===== config.mk =====
export PLATFORM = sky130hd
export DESIGN_NAME = pixel_brighten
export DESIGN_NICKNAME = d
export VERILOG_FILES = /design/src/rtl/pixel_pkg.sv /design/src/rtl/pixel_skid_buffer.sv /design/src/rtl/pixel_brighten.sv
export SDC_FILE = /design/constraint.sdc
export NUM_CORES = 1
export LEC_CHECK = 0
export BUFFER_PORTS_ARGS = -buffer_cell sky130_fd_sc_hd__buf_2
export CELL_PAD_IN_SITES_DETAIL_PLACEMENT = 0
export CELL_PAD_IN_SITES_GLOBAL_PLACEMENT = 2
export CORE_ASPECT_RATIO = 1.75
export CORE_MARGIN = 2
export CORE_UTILIZATION = 27
export CTS_CLUSTER_SIZE = 40
export DETAILED_ROUTE_END_ITERATION = 16
export PLACE_DENSITY_LB_ADDON = 0.1
export REMOVE_ABC_BUFFERS = 1
export SKIP_LAST_GASP = 1
export SYNTH_ARGS = -nofsm -noshare
export SYNTH_HDL_FRONTEND = slang
export SYNTH_SLANG_ARGS = --single-unit
export TNS_END_PERCENT = 10

===== constraint.sdc =====
create_clock -name clock -period 1.5 [get_ports clock]
set_input_delay 0.3 -clock clock [delete_from_list [all_inputs] [get_ports clock]]
set_output_delay 0.3 -clock clock [all_outputs]
set_load 0.005 [all_outputs]

===== src/rtl/pixel_pkg.sv =====
// Shared definitions for the pixel brighten stage: pixel width, pixel type,
// full-scale constant and the input-side frame FSM encoding.
package pixel_pkg;

  localparam int PIX_W     = 8;
  localparam int SAT_CNT_W = 16;

  typedef logic [PIX_W-1:0] pix_t;

  localparam pix_t PIX_MAX = {PIX_W{1'b1}};

  typedef enum logic [0:0] {
    IDLE     = 1'b0,
    IN_FRAME = 1'b1
  } brighten_state_e;

endpackage


===== src/rtl/pixel_skid_buffer.sv =====
// Two-entry skid buffer: an output register plus one skid slot.
// Upstream ready is registered (it only depends on whether the skid slot
// will be occupied), so there is no combinational path from downstream
// ready to upstream ready. Order is strictly preserved.
module pixel_skid_buffer
  import pixel_pkg::*;
#(
  parameter int DATA_W = PIX_W + 1
) (
  input  logic              clock,
  input  logic              reset,
  input  logic              i_in_valid,
  output logic              o_in_ready,
  input  logic [DATA_W-1:0] i_in_data,
  output logic              o_out_valid,
  input  logic              i_out_ready,
  output logic [DATA_W-1:0] o_out_data
);

  logic              r_in_ready;
  logic              r_out_valid;
  logic [DATA_W-1:0] r_out_data;
  logic              r_skid_valid;
  logic [DATA_W-1:0] r_skid_data;

  logic              w_push;
  logic              w_pop;
  logic              w_out_free;
  logic              w_out_valid_nxt;
  logic [DATA_W-1:0] w_out_data_nxt;
  logic              w_skid_valid_nxt;
  logic [DATA_W-1:0] w_skid_data_nxt;

  assign w_push     = i_in_valid & r_in_ready;
  assign w_pop      = r_out_valid & i_out_ready;
  assign w_out_free = ~r_out_valid | w_pop;

  // Next-state for both slots: the output register refills from the skid slot first, then from the input.
  always_comb begin
    w_out_valid_nxt  = r_out_valid;
    w_out_data_nxt   = r_out_data;
    w_skid_valid_nxt = r_skid_valid;
    w_skid_data_nxt  = r_skid_data;
    if (w_out_free) begin
      if (r_skid_valid) begin
        w_out_valid_nxt  = 1'b1;
        w_out_data_nxt   = r_skid_data;
        w_skid_valid_nxt = w_push;
        if (w_push) begin
          w_skid_data_nxt = i_in_data;
        end else begin
          w_skid_data_nxt = r_skid_data;
        end
      end else begin
        w_out_valid_nxt  = w_push;
        w_skid_valid_nxt = 1'b0;
        if (w_push) begin
          w_out_data_nxt = i_in_data;
        end else begin
          w_out_data_nxt = r_out_data;
        end
      end
    end else begin
      if (w_push) begin
        w_skid_valid_nxt = 1'b1;
        w_skid_data_nxt  = i_in_data;
      end else begin
        w_skid_valid_nxt = r_skid_valid;
        w_skid_data_nxt  = r_skid_data;
      end
    end
  end

  // Slot registers and registered upstream ready; ready stays low while reset is held.
  always_ff @(posedge clock or posedge reset) begin
    if (reset) begin
      r_in_ready   <= 1'b0;
      r_out_valid  <= 1'b0;
      r_out_data   <= {DATA_W{1'b0}};
      r_skid_valid <= 1'b0;
      r_skid_data  <= {DATA_W{1'b0}};
    end else begin
      r_in_ready   <= ~w_skid_valid_nxt;
      r_out_valid  <= w_out_valid_nxt;
      r_out_data   <= w_out_data_nxt;
      r_skid_valid <= w_skid_valid_nxt;
      r_skid_data  <= w_skid_data_nxt;
    end
  end

  assign o_in_ready  = r_in_ready;
  assign o_out_valid = r_out_valid;
  assign o_out_data  = r_out_data;

endmodule


===== src/rtl/pixel_brighten.sv =====
// Pixel brighten stage: restores intensity of a darkened pixel stream with a
// per-frame saturating left shift (0..3). The shift is latched on the first
// accepted pixel of each frame. Results pass through a 2-entry skid buffer.
// Optional build macro PIXEL_BRIGHTEN_STATS_EN adds the per-frame
// saturated-pixel counter; without it io_sat_count is tied to zero.
module pixel_brighten #(
  parameter int PIX_W     = 8,
  parameter int SAT_CNT_W = 16
) (
  input  logic                 clock,
  input  logic                 reset,
  input  logic                 io_in_valid,
  output logic                 io_in_ready,
  input  logic [PIX_W-1:0]     io_in_bits,
  input  logic                 io_in_last,
  input  logic [1:0]           io_shift,
  output logic                 io_out_valid,
  input  logic                 io_out_ready,
  output logic [PIX_W-1:0]     io_out_bits,
  output logic                 io_out_last,
  output logic [SAT_CNT_W-1:0] io_sat_count,
  output logic                 io_frame_done
);

  import pixel_pkg::*;

  localparam logic [PIX_W+2:0] L_MAX_WIDE = {3'b000, {PIX_W{1'b1}}};

  brighten_state_e  r_state;
  brighten_state_e  w_state_nxt;
  logic [1:0]       r_frame_shift;
  logic [1:0]       w_shift;
  logic             w_in_ready;
  logic             w_accept;
  logic [PIX_W+2:0] w_wide;
  logic             w_sat;
  logic [PIX_W-1:0] w_pix;
  logic             w_out_valid;
  logic [PIX_W:0]   w_out_data;
  logic             r_frame_done;

  assign w_accept = io_in_valid & w_in_ready;

  // Frame FSM state register.
  always_ff @(posedge clock or posedge reset) begin
    if (reset) begin
      r_state <= IDLE;
    end else begin
      r_state <= w_state_nxt;
    end
  end

  // Frame FSM next state: a last pixel always returns to IDLE, any other accepted pixel opens a frame.
  always_comb begin
    w_state_nxt = r_state;
    case (r_state)
      IDLE: begin
        if (w_accept && !io_in_last) begin
          w_state_nxt = IN_FRAME;
        end else begin
          w_state_nxt = IDLE;
        end
      end
      IN_FRAME: begin
        if (w_accept && io_in_last) begin
          w_state_nxt = IDLE;
        end else begin
          w_state_nxt = IN_FRAME;
        end
      end
      default: w_state_nxt = IDLE;
    endcase
  end

  // Frame FSM output: the first pixel of a frame uses the live shift, later pixels the latched one.
  always_comb begin
    w_shift = io_shift;
    case (r_state)
      IDLE:     w_shift = io_shift;
      IN_FRAME: w_shift = r_frame_shift;
      default:  w_shift = io_shift;
    endcase
  end

  // Latch the frame shift on the first accepted pixel of a frame.
  always_ff @(posedge clock or posedge reset) begin
    if (reset) begin
      r_frame_shift <= 2'd0;
    end else if (w_accept && (r_state == IDLE)) begin
      r_frame_shift <= io_shift;
    end else begin
      r_frame_shift <= r_frame_shift;
    end
  end

  // Saturating shift: widen by 3 bits so no shifted-out bit is lost before the compare.
  assign w_wide = {3'b000, io_in_bits} << w_shift;
  assign w_sat  = (w_wide > L_MAX_WIDE);
  assign w_pix  = w_sat ? {PIX_W{1'b1}} : w_wide[PIX_W-1:0];

  pixel_skid_buffer #(
    .DATA_W (PIX_W + 1)
  ) u_skid (
    .clock       (clock),
    .reset       (reset),
    .i_in_valid  (io_in_valid),
    .o_in_ready  (w_in_ready),
    .i_in_data   ({io_in_last, w_pix}),
    .o_out_valid (w_out_valid),
    .i_out_ready (io_out_ready),
    .o_out_data  (w_out_data)
  );

`ifdef PIXEL_BRIGHTEN_STATS_EN
  logic [SAT_CNT_W-1:0] r_sat_run;
  logic [SAT_CNT_W-1:0] r_sat_count;
  logic [SAT_CNT_W-1:0] w_sat_sum;

  // Running count including the current pixel, sticking at full scale instead of wrapping.
  always_comb begin
    w_sat_sum = r_sat_run;
    if (w_sat && (r_sat_run != {SAT_CNT_W{1'b1}})) begin
      w_sat_sum = r_sat_run + {{(SAT_CNT_W-1){1'b0}}, 1'b1};
    end else begin
      w_sat_sum = r_sat_run;
    end
  end

  // Accumulate per accepted pixel; publish and clear on the last pixel so the next frame starts at zero.
  always_ff @(posedge clock or posedge reset) begin
    if (reset) begin
      r_sat_run   <= {SAT_CNT_W{1'b0}};
      r_sat_count <= {SAT_CNT_W{1'b0}};
    end else if (w_accept) begin
      if (io_in_last) begin
        r_sat_count <= w_sat_sum;
        r_sat_run   <= {SAT_CNT_W{1'b0}};
      end else begin
        r_sat_count <= r_sat_count;
        r_sat_run   <= w_sat_sum;
      end
    end else begin
      r_sat_count <= r_sat_count;
      r_sat_run   <= r_sat_run;
    end
  end

  assign io_sat_count = r_sat_count;
`else
  assign io_sat_count = {SAT_CNT_W{1'b0}};
`endif

  // One-cycle frame-done pulse after the output handshake that carries the last pixel.
  always_ff @(posedge clock or posedge reset) begin
    if (reset) begin
      r_frame_done <= 1'b0;
    end else begin
      r_frame_done <= w_out_valid & io_out_ready & w_out_data[PIX_W];
    end
  end

  assign io_in_ready   = w_in_ready;
  assign io_out_valid  = w_out_valid;
  assign io_out_bits   = w_out_data[PIX_W-1:0];
  assign io_out_last   = w_out_data[PIX_W];
  assign io_frame_done = r_frame_done;

endmodule


# == After elaboration in Yosys (flattened, before gate mapping) ==
# Cells that the tools add are included.
# Widths: inputs -> output; s select.
# word_totals
register_bits,25
latch_bits,0
ram_bits,0
mem_bits_ro,0
inputBits,15
output_inout_bits,28
n_memories,0
# classes
add_sub_neg,0
mul,0
div_mod_pow,0
n_lt_le_gt_ge,1
n_eq_ne,1
n_shift,1
muxes,14
n_bitwise,7
n_reduce_logical,6
# op_table
operator,count
$mux 9,5
$gt 11x8->1 const B,1
$shl 8x2->11,1
$mux 8,1
$mux 1,6
$pmux 2 s2,1
$and 1x1->1,3
$logic_and 1x1->1,3
$not 1->1,3
$ne 2x1->1 const B,1
$pmux 1 s2,1
$reduce_and 2->1,1
$reduce_bool 2->1,1
$logic_not 1->1,1
$or 1x1->1,1

# == Longest topological paths before layout ==
# Gate-level depths: netlist of run 1.
# depth
ltp_word,8
ltp_mapped,7
depth_no_buf,5

# == Modules after synthesis ==
# From an unflattened synthesis of run 1, not the netlist that was laid out.
# unflattened
cells_unflattened,138
area_unflattened_um2,1629.1
# modules_own_cells
module,instances,cells_per_inst,area_each_um2,seq_area_each_um2
pixel_skid_buffer,1,59,982.2,525.5
pixel_brighten,1,79,646.9,100.1

# == Worst setup path after synthesis of run 1 ==
# Ideal clock, no wire load.
# synth_path
path_kind,register to register
from,reg with a tool-made name
to,reg u_skid.r_out_data[7] (netlist: u_skid.o_out_data[7])
arrival_ns,1.427
required_time_ns,1.372
path_slack_ns,-0.054
path_stages_with_launch,7
n_path_buf,1
path_cell_list,dfrtp_1 > buf_6 > mux2i_4 > nor2_1 > or2_1 > a221oi_2 > o21ai_1
# synth_lines
item,line,text
"end signal, assigned",pixel_skid_buffer.sv:79,r_out_data <= {DATA_W{1'b0}};
"end signal, assigned",pixel_skid_buffer.sv:85,r_out_data <= w_out_data_nxt;
"end, declared",pixel_skid_buffer.sv:22,logic [DATA_W-1:0] r_out_data;

==> results.txt, run 1 <==
Summing all flip-flop and latch instances after layout gives 627 µm². The final count of negative-setup-slack endpoints came out at 15. The insertion delay to the later sink of the worst-skew pair is 0.27 ns. Clock tree synthesis inserted a total of 3 buffers. The max-cap violation count is 0.

By area, the combinational part of the netlist is dominated by compound AO/OA/AOI/OAI gates. The post-synthesis average cell area is 9.18 µm². The destination of the worst register-to-register timing path is u_skid.o_out_data[7]$_DFFE_PP0P_. The die span in y is just over 100 µm. The multi-input logic area is 763 µm².

The clock input transition at the sequential cells of the worst setup and hold paths is 0.10 ns. The run finished, with violations left. The count of hold-fix buffers inserted at cts is 0. Global routing used 13.2% of the available tracks. The post-route fraction of the period consumed by the critical path is 106%. The wire-length estimate of the detail-placed layout is around 3100 µm. The post-synthesis instance area came out at between 1500 and 2000 µm². The kind of path behind the tightest hold check is in -> async.

The sink count of the clock tree is 25. The layout net count came out at 229. The share of the synthesized area in compound gates (AO/OA/AOI/OAI) came out at 19.9%.

The routability congestion estimate from global placement came out at 0.826. In the routed design, unresolved DRC markers number 0. The least setup slack across all paths after layout came out at -0.0944 ns. The worst setup path is of the reg -> reg kind.

In the routed layout, each cell is associated on average with a via count of 4.46. The peak supply drop is 0.503 mV. The share of the yosys chip area belonging to registers is between 40% and 50%.

The tightest hold margin is between 0.06 and 0.07 ns. The effective utilization at floorplan is around 28%. The deepest level of the CTS H-tree came out at 1. The area added between synthesis and finish is 25.4%. Synthesis inferred 25 register bits. The number of DRC markers after the initial detailed-route iteration came out at 24. The unique cell type count in the Yosys netlist is 37.

The sum of overflow across all layers after global routing came out at 0. Power spread over the standard cell area amounts to 1790 nW/µm². The leakage power figure is 0.919 nW. The required time of the critical path is approximately 1.7 ns.

The arrival time at the worst endpoint is 1.74 ns. The repair_antennas step left the layout with diodes totalling 0. The number of hold-slack violations in the final timing report was 0.

Including well taps, the total number of placed cells is 284. On the final layout, the worst clock skew is 0.0114 ns. The global-route wire length before repair came out at 6220 µm. STA classifies the critical path startpoint as a flop. The depth of the worst register-to-register path is 5.

Entering global routing, the biggest net connects 26 pins. The routed layout has 1288 vias. The quantity of I/O buffers inserted on ports came out at 26. The post-route netlist has 33.8% of its cells at a drive strength greater than 1. The synthesized-area fraction occupied by xor and xnor cells is 0%. In this run the clock root is driven by a sky130_fd_sc_hd__clkbuf_8.

The minimum period implied by the final worst setup slack came out at 1.59 ns. Row generation in the floorplan step produced 36 rows. Measured along the x axis, the die boundary spans 60.6 µm. The initial antenna violation count came to 0.

The Yosys warning count came out at 0. The floorplan step defined a die boundary enclosing roughly 6200 µm². Setup repair after global routing could not meet its margin everywhere.

The core region is 5500 µm². The final-report max-slew violation count is 0. The number of buffers on the longest clock path came out at 2. The checks that failed: negative setup slack. OpenSTA, run right after detailed placement, puts the worst setup slack at -0.177 ns.

The TritonCTS clock tree is done. The share of cell area taken by muxes after synthesis came out at 9.83%. The detail-routed net length per standard cell is around 13 µm. The post-synthesis simple-gate area fraction came out at 16.0%. The pre-antenna-repair detailed-routing pass consisted of 4 iterations. The number of inserted filler cells in the final layout is roughly 600. The count of antenna-violating nets left after detailed routing came out at 0. The post-route non-filler standard cell count is 289.

The adder-cell share of the synthesized area came out at 0%. Timing would allow up to 627 MHz. During I/O placement, the number of pins put on the boundary was 43. The flop-to-flop setup slack came out at -0.09 ns.

The number of instances in the synthesized netlist came out at 165. The maximum fanout encountered on the critical timing path came out at 6. The nature of the critical path endpoint is a flop. The number of global-route vias before repair came out at roughly 1300. The total routed wirelength came out at 3760 µm.
==> how the worst max path moves through the flow <==
| stage | startpoint | end | slack, ns | depth (start not counted) |
|---|---|---|---|---|
| global placement | flop | u_skid.o_out_data[7]$_DFFE_PP0P_ | -0.12 | 5 |
| detailed placement | flop | u_skid.o_out_data[4]$_DFFE_PP0P_ | -0.18 | 5 |
| floorplan | flop | u_skid.r_skid_data[7]$_DFFE_PP0P_ | -0.28 | 5 |
| finish | flop | u_skid.o_out_data[7]$_DFFE_PP0P_ | -0.09 | 5 |
| global route | flop | u_skid.r_skid_data[3]$_DFFE_PP0P_ | -0.19 | 4 |
| CTS | flop | u_skid.r_skid_data[3]$_DFFE_PP0P_ | -0.11 | 5 |
==> worst max-delay path, cell delays in order (launching register included) <==
cell	delay, ns
sky130_fd_sc_hd__dfrtp_2	0.43
sky130_fd_sc_hd__mux2i_4	0.36
sky130_fd_sc_hd__nor2_1	0.09
sky130_fd_sc_hd__or2_1	0.23
sky130_fd_sc_hd__a221oi_2	0.25
sky130_fd_sc_hd__o21ai_1	0.10
==> routing by layer <==
metal | vias up | global-route usage (%) | share of wire, %
li1 | 649 | - | -
met1 | 611 | 13.9 | 38
met2 | 26 | 25.8 | 58
met3 | 2 | 1.76 | 2.7
met4 | 0 | 3.51 | 0.77
met5 | - | 0 | 0
==> area by class of cell <==
class | count | share of cell area, %
inverter | 6 | 1.19
sequential | 25 | 33.0
tap | 76 | 5.01
clock inverter | 1 | 0.264
multi-input combinational | 124 | 40.2
clock buffer | 3 | 2.18
timing repair buffer | 54 | 18.1
==> cell usage after synthesis <==
cell type                  number  area [µm²]
sky130_fd_sc_hd__a21o_1         1        7.51
sky130_fd_sc_hd__o211ai_1       1        7.51
sky130_fd_sc_hd__or2_1          2        12.5
sky130_fd_sc_hd__o22ai_1        4        25.0
sky130_fd_sc_hd__nor2_1         6        22.5
sky130_fd_sc_hd__conb_1         1        3.75
sky130_fd_sc_hd__buf_2          3        15.0
sky130_fd_sc_hd__dfrtp_1       25         626
sky130_fd_sc_hd__mux2i_4        1        22.5
sky130_fd_sc_hd__o21a_1         2        15.0
sky130_fd_sc_hd__or2_2          2        12.5
sky130_fd_sc_hd__nand2_1       15        56.3
sky130_fd_sc_hd__inv_1          6        22.5
sky130_fd_sc_hd__o21ai_0        6        30.0
sky130_fd_sc_hd__o221ai_1       2        17.5
sky130_fd_sc_hd__a21oi_1       10        50.1
sky130_fd_sc_hd__clkbuf_1       4        15.0
sky130_fd_sc_hd__or3b_1         1        8.76
sky130_fd_sc_hd__nor3_1         5        25.0
sky130_fd_sc_hd__buf_6          1        11.3
sky130_fd_sc_hd__and2_1         1        6.26
sky130_fd_sc_hd__nor3b_1        1        7.51
sky130_fd_sc_hd__nand2b_1       1        6.26
sky130_fd_sc_hd__mux2_2         4        45.0
sky130_fd_sc_hd__o22a_1         1        8.76
sky130_fd_sc_hd__and3b_2        1        10.0
sky130_fd_sc_hd__mux2_1         1        11.3
sky130_fd_sc_hd__mux2i_1        7        70.1
sky130_fd_sc_hd__o21ai_1       17        85.1
sky130_fd_sc_hd__a32oi_1        1        8.76
sky130_fd_sc_hd__nand3b_1       3        22.5
sky130_fd_sc_hd__and3_1         7        43.8
sky130_fd_sc_hd__and2b_2        1        8.76
sky130_fd_sc_hd__buf_4         17         128
sky130_fd_sc_hd__a21o_2         1        8.76
sky130_fd_sc_hd__o221a_1        2        22.5
sky130_fd_sc_hd__a221oi_2       1        15.0
==> registers in the layout, summed over array words and instances (netlist names), named ones only <==
signal,cells
io_frame_done,1
u_skid.o_out_data,9
u_skid.o_in_ready,1
u_skid.o_out_valid,1
u_skid.r_skid_valid,1
r_frame_shift,2
u_skid.r_skid_data,9
==> logic make-up (layout without fill, tap and decap cells) <==
group | count (synthesis) | after routing
compound gates | 49 | 49
other cells | 1 | 16
flops | 25 | 25
buf+inv | 31 | 64
simple gates | 46 | 46
mux | 13 | 13
==> repair_timing <==
action	CTS	global route
pin swaps	2	0
gates cloned	0	0
endpoints found under the hold margin	0	0
setup endpoints to repair	15	15
setup buffers	1	0
resized for setup	2	2
==> placed cells by master, fill, tap and decap left out, drive strengths merged, types with 2 or more instances in the layout <==
cell    synthesis  layout
o21a            2       2
a21oi          10      10
o21ai          23      23
dfrtp          25      25
nand2          15      15
clkbuf          4       3
buf            21      54
nor3            5       5
mux2i           8       8
conb            1      16
inv             6       6
and3            7       7
o221ai          2       2
o22ai           4       4
nor2            6       6
or2             4       4
nand3b          3       3
mux2            5       5
a21o            2       2
o221a           2       2
==> metrics by stage <==
| stage | setup TNS, ns | util (%) | total power [mW] | instance area [µm²] |
|---|---|---|---|---|
| 2_1_floorplan | -2.30 | - | 2.22 | 1400 |
| 3_3_place_gp | -1.14 | 33.3 | 2.94 | 1830 |
| 3_5_place_dp | -1.70 | 33.3 | 2.99 | 1830 |
| 4_1_cts | -1.21 | 34.4 | 3.42 | 1890 |
| 5_1_grt | -2.37 | 34.5 | 3.71 | 1900 |
| 6_report | -0.997 | 34.5 | 3.39 | 1900 |
==> power by group <==
group	leakage, nW	internal (mW)	switching, mW
registers	0.295	1.01	0.214
logic	0.598	0.894	0.864
clock network	0.0255	0.186	0.222
No activity file was read; power rests on OpenSTA's default activity.
==> inputs of run 2 (changes only) <==
==> constraint.sdc (replaced) <==
create_clock -name clock -period 1.5 [get_ports clock]
set_input_delay 0.225 -clock clock [delete_from_list [all_inputs] [get_ports clock]]
set_output_delay 0.225 -clock clock [all_outputs]
set_load 0.005 [all_outputs]
==> run 2 against run 1 <==
- the run still ends with negative setup slack left
- non-clock buffer count down 5
- hold slack better by 0.12 ns
- sequential power about the same
- register-to-register slack worse by 0.03 ns
- critical endpoint is now u_skid.o_out_data[6]$_DFFE_PP0P_
- combinational power about the same
- sequential cell count unchanged
- clock-buffer cell count unchanged
- power down 0.35%
- clock power up 1%
- core utilization down 0.52 points
- sequential share of layout area up 0.51 points
- largest cell class unchanged
==> results.txt, run 2 (synthesized netlist as in run 1, its figures left out) <==
The tightest hold margin is 0.177 ns (+0.115 ns). The maximum fanout encountered on the critical timing path was 5 (-1). The number of inserted filler cells in the final layout is 604 (+0.17%). The critical path goes through mux2i_4 > buf_4 > mux2i_1 > o22ai_1 > o21ai_1 > mux2_2. The minimum period implied by the final worst setup slack came out at 1.63 ns (+0.0339 ns). The sum of overflow across all layers after global routing is 0 (unchanged). The combined global-route utilization of all metal layers is 12.6% (-0.52 points). The worst hold path begins at io_in_last. The row count came out at 36 (unchanged). The number of DRC markers after the initial detailed-route iteration came out at 32 (+33%).

The net switching power figure came out at 1.30 mW (-0.23%). The top-level I/O count is 43 (unchanged). The achievable frequency came out at 614 MHz (-2.1%). The leakage power figure is 0.891 nW (-3.0%).

The insertion delay to the later sink of the worst-skew pair was 0.27 ns (about the same). The TritonCTS clock tree is done. The total routed wirelength is 3680 µm (-2.2%).

The deepest level of the CTS H-tree is 1 (unchanged). The multi-input logic area is 767 µm² (+0.49%). The arrival time at the worst endpoint came out at 1.80 ns (+0.06 ns). The post-route fraction of the period consumed by the critical path is 109% (+2.3 points). The die outline area is 6250 µm² (unchanged).

The area of the core was 5500 µm² (unchanged). The layout net count came out at 224 (-2.2%). The routability congestion estimate from global placement came out at 0.828 (+0.24%). The worst setup path is captured at a flop.

Leaving out fill and tap cells, the most frequent cells in the layout are 26 x sky130_fd_sc_hd__buf_2, 24 x sky130_fd_sc_hd__dfrtp_1, 21 x sky130_fd_sc_hd__buf_4. The master of the slowest instance on the critical path is sky130_fd_sc_hd__dfrtp_2. STA classifies the critical path startpoint as a flop. The peak supply drop came to 0.430 mV (-14%). The min-delay analysis places its worst path in the category in -> reg.

The delay contributed by the slowest stage of the critical path is 0.44 ns (about the same). The area added between synthesis and finish came out at 23.5%. The clock input transition at the sequential cells of the worst setup and hold paths came out at 0.09 ns (about the same).

The effective utilization at floorplan came out at 27.6% (unchanged). The power per cell area is 1810 nW/µm² (+1.2%). The maximum number of pins on one net before global-route repair is 26 (unchanged).

The count of vias placed by the detailed router came to 1253 (-2.7%). The placed cell area came out at 1780 µm² (-2.9%). The antenna diode instance count came out at 0 (unchanged). The part of the total power dissipated in combinational logic came out at 51.7% (about the same). The number of DRC violations after detailed routing came to 0 (unchanged).

The horizontal extent of the die came out at 60.6 µm (unchanged). The total half-perimeter wirelength after legalization and detailed placement came out at 3100 µm (-1.5%). The count of buffering cells on the critical path with inverters included came out at 1 (+1).

The clock root buffer master is sky130_fd_sc_hd__clkbuf_8. The least setup slack across all paths after layout is -0.128 ns (-0.0339 ns). The detail-routed net length per standard cell came out at 13.0 µm (-0.43%). The depth of the worst register-to-register path came to 6 (+1).

The category of the most critical setup path is reg -> reg. The cell depth of the worst min-delay path is 2. The sink count of the clock tree came out at 25 (unchanged). The cell area after layout came out at 1870 µm² (-1.5%). The number of buffers on the longest clock path came out at 2 (unchanged). The max-cap violation count was 0 (unchanged). The share of total power in sequential cells came to 36.2% (about the same). Grouping stages by cell kind, the critical path spends the most delay in multiplexers.

The total area of sequential cells came out at 627 µm² (unchanged). The count of antenna-violating nets left after detailed routing came out at 0 (unchanged). The library cell used most frequently in the layout, excluding fill and tap cells, is sky130_fd_sc_hd__buf_2.

Setup repair after global routing could not meet its margin everywhere. The switching portion of total power is 38.4% (+0.047 points). The internal power was 2.09 mW (-0.42%). The worst register-to-register path ends at u_skid.o_out_data[6]$_DFFE_PP0P_. The final count of negative-setup-slack endpoints is 13 (-2). The share of total power in the clock network is 12.2% (+0.2 points).

The maximum clock skew at final layout came to 0.00609 ns (-0.00531 ns). The ratio of cells with drive above 1 in the final layout is 32.2% (-1.6 points). The final-report max-slew violation count came to 0 (unchanged). The average via count per standard cell is 4.41 (-1.0%). The global-route wire length before repair was 5930 µm (-4.6%). The initial antenna violation count came out at 0 (unchanged). The number of hold-slack violations in the final timing report came out at 0 (unchanged).

The flop-to-flop setup slack is -0.13 ns (-0.03 ns). The number of CTS-inserted buffers was 3 (unchanged). The number of global-route vias before repair is 1211 (-8.6%).

The quantity of I/O buffers inserted on ports is 26 (unchanged). The required time of the critical path is 1.67 ns (+0.02 ns). The count of TritonRoute iterations in the first routing pass is 4 (unchanged).

The die span in y came to 103 µm (unchanged). The run finished, with violations left. The checks that failed: negative setup slack.
## run 2: power by group through the flow
stage | logic [mW] | clock network (mW) | registers (mW)
after global placement | 1.69 | 0 | 1.23
after global routing | 1.96 | 0.442 | 1.28
after detailed placement | 1.71 | 0 | 1.24
after floorplan | 0.941 | 0 | 1.27
after CTS | 1.74 | 0.430 | 1.23
final | 1.75 | 0.412 | 1.22
## run 2: what timing repair did
| action | in CTS | in global routing |
|---|---|---|
| pin swaps | 2 | 2 |
| cloned | 0 | 0 |
| buffers inserted | 0 | 2 |
| endpoints found under the setup margin | 15 | 16 |
| gates resized for setup | 4 | 1 |
| hold buffers | 1 | 0 |
| endpoints found under the hold margin | 15 | 0 |
## run 2: final cells by class
type | instances | share of cell area [%]
tap | 76 | 5.09
sequential | 25 | 33.5
clock buffer | 3 | 2.21
clock inverter | 1 | 0.402
timing repair buffer | 49 | 16.5
inverter | 6 | 1.20
multi-input combinational | 124 | 41.0
## run 2: how the worst max path moves through the flow
stage                                              to  slack, ns  depth (start not counted)
CTS                  u_skid.o_out_data[7]$_DFFE_PP0P_      -0.12                          5
global route         u_skid.o_out_data[6]$_DFFE_PP0P_      -0.18                          6
floorplan           u_skid.r_skid_data[7]$_DFFE_PP0P_      -0.28                          5
global placement     u_skid.o_out_data[7]$_DFFE_PP0P_      -0.13                          5
detailed placement   u_skid.o_out_data[4]$_DFFE_PP0P_      -0.19                          5
finish               u_skid.o_out_data[6]$_DFFE_PP0P_      -0.13                          6
## run 2: per-layer routing
metal,vias to the layer above,wire (µm),global-route usage (%)
li1,641,-,-
met1,584,1400,13.6
met2,24,2120,23.8
met3,4,109,1.88
met4,0,55,4.52
met5,-,0,0
## run 2: through the flow
stage	power (mW)	worst slack [ns]	TNS, ns	util, %	cells
4_1_cts	3.39	-0.123	-1.16	33.6	282
2_1_floorplan	2.22	-0.277	-2.30	-	155
5_1_grt	3.69	-0.182	-2.16	34.0	284
6_report	3.38	-0.128	-0.825	34.0	284
3_5_place_dp	2.95	-0.185	-1.84	32.3	277
3_3_place_gp	2.91	-0.128	-1.16	32.3	277
==> inputs of run 3 (changes only) <==
--- a/config.mk
+++ b/config.mk
@@ -5,17 +5,19 @@
 export SDC_FILE = /design/constraint.sdc
 export NUM_CORES = 1
 export LEC_CHECK = 0
+export ABC_AREA = 1
 export BUFFER_PORTS_ARGS = -buffer_cell sky130_fd_sc_hd__buf_2
 export CELL_PAD_IN_SITES_DETAIL_PLACEMENT = 0
 export CELL_PAD_IN_SITES_GLOBAL_PLACEMENT = 2
 export CORE_ASPECT_RATIO = 1.75
 export CORE_MARGIN = 2
-export CORE_UTILIZATION = 27
+export CORE_UTILIZATION = 26
 export CTS_CLUSTER_SIZE = 40
 export DETAILED_ROUTE_END_ITERATION = 16
 export PLACE_DENSITY_LB_ADDON = 0.1
 export REMOVE_ABC_BUFFERS = 1
 export SKIP_LAST_GASP = 1
+export SLEW_MARGIN = 0
 export SYNTH_ARGS = -nofsm -noshare
 export SYNTH_HDL_FRONTEND = slang
 export SYNTH_SLANG_ARGS = --single-unit
==> run 3 against run 2 <==
- the flow finishes with violations (negative hold slack)
- clock power grew 1%
- first-iteration DRC count is 3.1% lower
- die area is 6.0% higher
- register-to-register slack improved by 0.18 ns
- critical path type unchanged
==> results.txt, run 3 <==
The achievable frequency came out at 692 MHz (+13%). In the synthesized netlist the dominant register cell turns out to be sky130_fd_sc_hd__dfrtp_1. The initial antenna violation count is 0 (unchanged). The unique cell type count in the Yosys netlist is 23 (-38%). The flip-flop and latch count after synthesis came to 25 (unchanged).

The required time of the critical path was 1.67 ns (about the same). The count of antenna-violating nets left after detailed routing came out at 0 (unchanged). The maximum number of pins on one net before global-route repair is 26 (unchanged). The average via count per standard cell was 4.27 (-3.3%). The minimum period implied by the final worst setup slack was 1.45 ns (-0.182 ns).

After synthesis, the most frequently instantiated cells are 58 x sky130_fd_sc_hd__nand2_1, 31 x sky130_fd_sc_hd__nand3_1, 25 x sky130_fd_sc_hd__dfrtp_1. The total half-perimeter wirelength after legalization and detailed placement came to 2930 µm (-5.3%). The number of DRC markers after the initial detailed-route iteration was 31 (-3.1%).

The dominant combinational cell family by area after synthesis is simple AND/OR/NAND/NOR gates. The power per cell area is 1960 nW/µm² (+8.5%). The post-route fraction of the period consumed by the critical path came to 96.4% (-12 points). The maximum clock skew at final layout is 0.00193 ns (-0.00416 ns). The worst setup path is captured at a flop. The sum of overflow across all layers after global routing is 0 (unchanged). The sink count of the clock tree came out at 25 (unchanged). The count of buffering cells on the critical path with inverters included is 2 (+1). The net switching power figure is 1.62 mW (+25%). The global-route wire length before repair was 6770 µm (+14%). The die span in y is 106 µm (+3.0%). The number of global-route vias before repair came out at 1389 (+15%). TritonCTS built the clock tree. The area fraction of the dominant cell type after synthesis came to 40.4% (-0.97 points). From synthesis to final layout, the design area changed by 21.5%. The Yosys warning count came out at 0 (unchanged). The share of total power in the clock network came out at 11.3% (-0.9 points). On the critical path, the stage with the largest delay is an instance of sky130_fd_sc_hd__dfrtp_2. The quantity of I/O buffers inserted on ports came out at 26 (unchanged).

The number of hold-slack violations in the final timing report is 25 (+25). The row count came out at 37 (+2.8%). The setup path with the least slack is of type reg -> reg. The count of hold-fix buffers inserted at cts came out at 0 (-1). The synthesized-area fraction occupied by xor and xnor cells came out at 0% (unchanged). The arrival time at the worst endpoint came out at 1.62 ns (-0.18 ns). The count of TritonRoute iterations in the first routing pass came to 4 (unchanged).

The cell taking the most area after synthesis is sky130_fd_sc_hd__dfrtp_1. The layout net count came out at 263 (+17%). The peak supply drop came out at 0.458 mV (+6.4%). The switching portion of total power came out at 43.8% (+5.4 points). The final reports fail on negative hold slack. The insertion delay to the later sink of the worst-skew pair was 0.27 ns (about the same). The detail-routed net length per standard cell came out at 12.1 µm (-6.6%). The maximum fanout encountered on the critical timing path is 8 (+3). The die outline area is 6620 µm² (+6.0%).

The number of DRC violations after detailed routing was 0 (unchanged). The final-report max-slew violation count is 0 (unchanged). The horizontal extent of the die is 62.4 µm (+2.9%).

The post-synthesis simple-gate area fraction is 32.1% (+16 points). The flow ran to the end, but the final reports show violations. In this design, the largest share of critical-path delay is due to simple AND/OR/NAND/NOR gates. STA classifies the critical path startpoint as a flop. Setup repair after global routing could not meet its margin everywhere. The top-level I/O count is 43 (unchanged). The number of CTS-inserted buffers came out at 3 (unchanged). The share of cell area taken by muxes after synthesis was 0.726% (-9.1 points). Counting stages on the worst path, the most repeated cell is sky130_fd_sc_hd__nand2_1. The tightest hold margin is -0.00542 ns (-0.182 ns).

The number of buffers on the longest clock path came to 2 (unchanged). The antenna diode instance count is 0 (unchanged). The kind of path behind the tightest hold check is in -> async. The routability congestion estimate from global placement is 0.740 (-11%).

The number of enable flip-flop cells after synthesis is 0 (unchanged). Ranked by total cell area, the synthesized netlist is headed by sky130_fd_sc_hd__dfrtp_1 40%, sky130_fd_sc_hd__nand2_1 14%, sky130_fd_sc_hd__nand3_1 10%. The most frequently used cell type in the post-synthesis netlist is sky130_fd_sc_hd__nand2_1. The tree is rooted in a sky130_fd_sc_hd__clkbuf_8. The adder-cell share of the synthesized area came to 0% (unchanged).

The total routed wirelength came to 3940 µm (+6.9%). The clock input transition at the sequential cells of the worst setup and hold paths was 0.09 ns (about the same). The combined global-route utilization of all metal layers is 12.8% (+0.16 points). The share of the yosys chip area belonging to registers is 40.4% (-0.97 points). The share of the synthesized area in compound gates (AO/OA/AOI/OAI) came out at 9.20% (-11 points). The count of vias placed by the detailed router is 1387 (+11%). The library cell used most frequently in the layout, excluding fill and tap cells, is sky130_fd_sc_hd__nand2_1.

The library cells used most frequently in the layout, excluding fill and tap cells, are 58 x sky130_fd_sc_hd__nand2_1, 29 x sky130_fd_sc_hd__nand3_1, 26 x sky130_fd_sc_hd__buf_2. The delay contributed by the slowest stage of the critical path was 0.43 ns (about the same). The max-cap violation count is 0 (unchanged). Traced cell by cell, the critical path runs through inv_2 > nand2_4 > buf_6 > nand3b_1 > nand2_1 > nand2_2 > nand2_4 > nand4_1 > nand2_1 > nand2_1. The area of the core is 5830 µm² (+6.1%). The post-synthesis instance area is 1550 µm² (+2.4%). The number of instances in the synthesized netlist came out at 207 (+25%). The internal power came to 2.08 mW (-0.31%). The part of the total power dissipated in combinational logic came out at 56.6% (+4.9 points). The post-synthesis average cell area came out at 7.49 µm² (-18%).

The post-layout utilization of the core is 32.3% (-1.7 points). The ratio of cells with drive above 1 in the final layout is 25.5% (-6.7 points). The deepest level of the CTS H-tree was 1 (unchanged). The share of total power in sequential cells came out at 32.1% (-4.1 points). The effective utilization at floorplan came out at 26.6% (-0.97 points). The leakage power figure came out at 1.02 nW (+14%). The accumulated negative setup slack is 0 ns (+0.825 ns). The final count of negative-setup-slack endpoints came out at 0 (-13). The proportion of synthesized flip-flops having asynchronous set or reset came out at 100% (unchanged).
## run 3: power groups by stage
stage	clock network (mW)	registers, mW	logic (mW)
after detailed placement	0	1.21	2.01
after floorplan	0	1.21	1.21
final	0.416	1.19	2.09
after CTS	0.434	1.20	2.05
after global routing	0.458	1.24	2.41
after global placement	0	1.20	2.02
## run 3: path summary, 6_finish.rpt
path / slack, ns / to / depth (start not counted)
setup / recovery: 0.05 / u_skid.o_out_data[4]$_DFFE_PP0P_ / 10
hold / removal: -0.005 / u_skid.o_out_data[6]$_DFFE_PP0P_ / 3
setup reg to reg: 0.05 / u_skid.o_out_data[4]$_DFFE_PP0P_ / 10
hold reg to reg: 0.48 / u_skid.o_out_data[6]$_DFFE_PP0P_ / 2
max in group asynchronous: 1.24 / async pin / 3
min in group clock: 0.19 / flop / 2
## run 3: stage by stage
stage | cells | power, mW | setup slack (ns) | area (µm²)
3_3_place_gp | 316 | 3.23 | -0.0348 | 1770
4_1_cts | 321 | 3.68 | -0.00968 | 1830
2_1_floorplan | 199 | 2.42 | -0.114 | 1420
5_1_grt | 325 | 4.10 | -0.0916 | 1880
6_report | 325 | 3.70 | 0.0539 | 1880
3_5_place_dp | 316 | 3.22 | -0.0408 | 1770
## run 3: what timing repair did
action,4_1_cts,5_1_grt
gates cloned,1,0
pin swaps,1,6
setup buffers,0,4
gates resized for setup,2,7
endpoints found under the setup margin,16,16
## run 3: final cells by class
cell class / instances / area, µm²
fillers: 683 / 3950
multi-input cells: 153 / 743
flip-flops and latches: 25 / 627
repair buffers: 43 / 287
well taps: 78 / 97.6
inverters: 22 / 82.6
clock buffers: 3 / 41.3
clock inverters: 1 / 5.00
## run 3: logic make-up (layout without fill, tap and decap cells)
logic type | count (synthesis) | after routing
buffers and inverters | 45 | 69
DFF | 25 | 25
AOI/OAI and AO/OA | 25 | 25
other | 1 | 16
muxes | 1 | 1
and+or+nand+nor | 110 | 111
## run 3: worst register-to-register path, cell delays in order (launching register included)
cell	delay, ns
sky130_fd_sc_hd__dfrtp_2	0.43
sky130_fd_sc_hd__inv_2	0.07
sky130_fd_sc_hd__nand2_4	0.11
sky130_fd_sc_hd__buf_6	0.13
sky130_fd_sc_hd__nand3b_1	0.07
sky130_fd_sc_hd__nand2_1	0.08
sky130_fd_sc_hd__nand2_2	0.10
sky130_fd_sc_hd__nand2_4	0.12
sky130_fd_sc_hd__nand4_1	0.11
sky130_fd_sc_hd__nand2_1	0.08
sky130_fd_sc_hd__nand2_1	0.04
## run 3: metal layers
metal	share of wire, %	global-route usage, %
met5	0	0
met4	1.1	4.29
met3	2.6	1.27
met2	54	23.6
met1	43	15.4
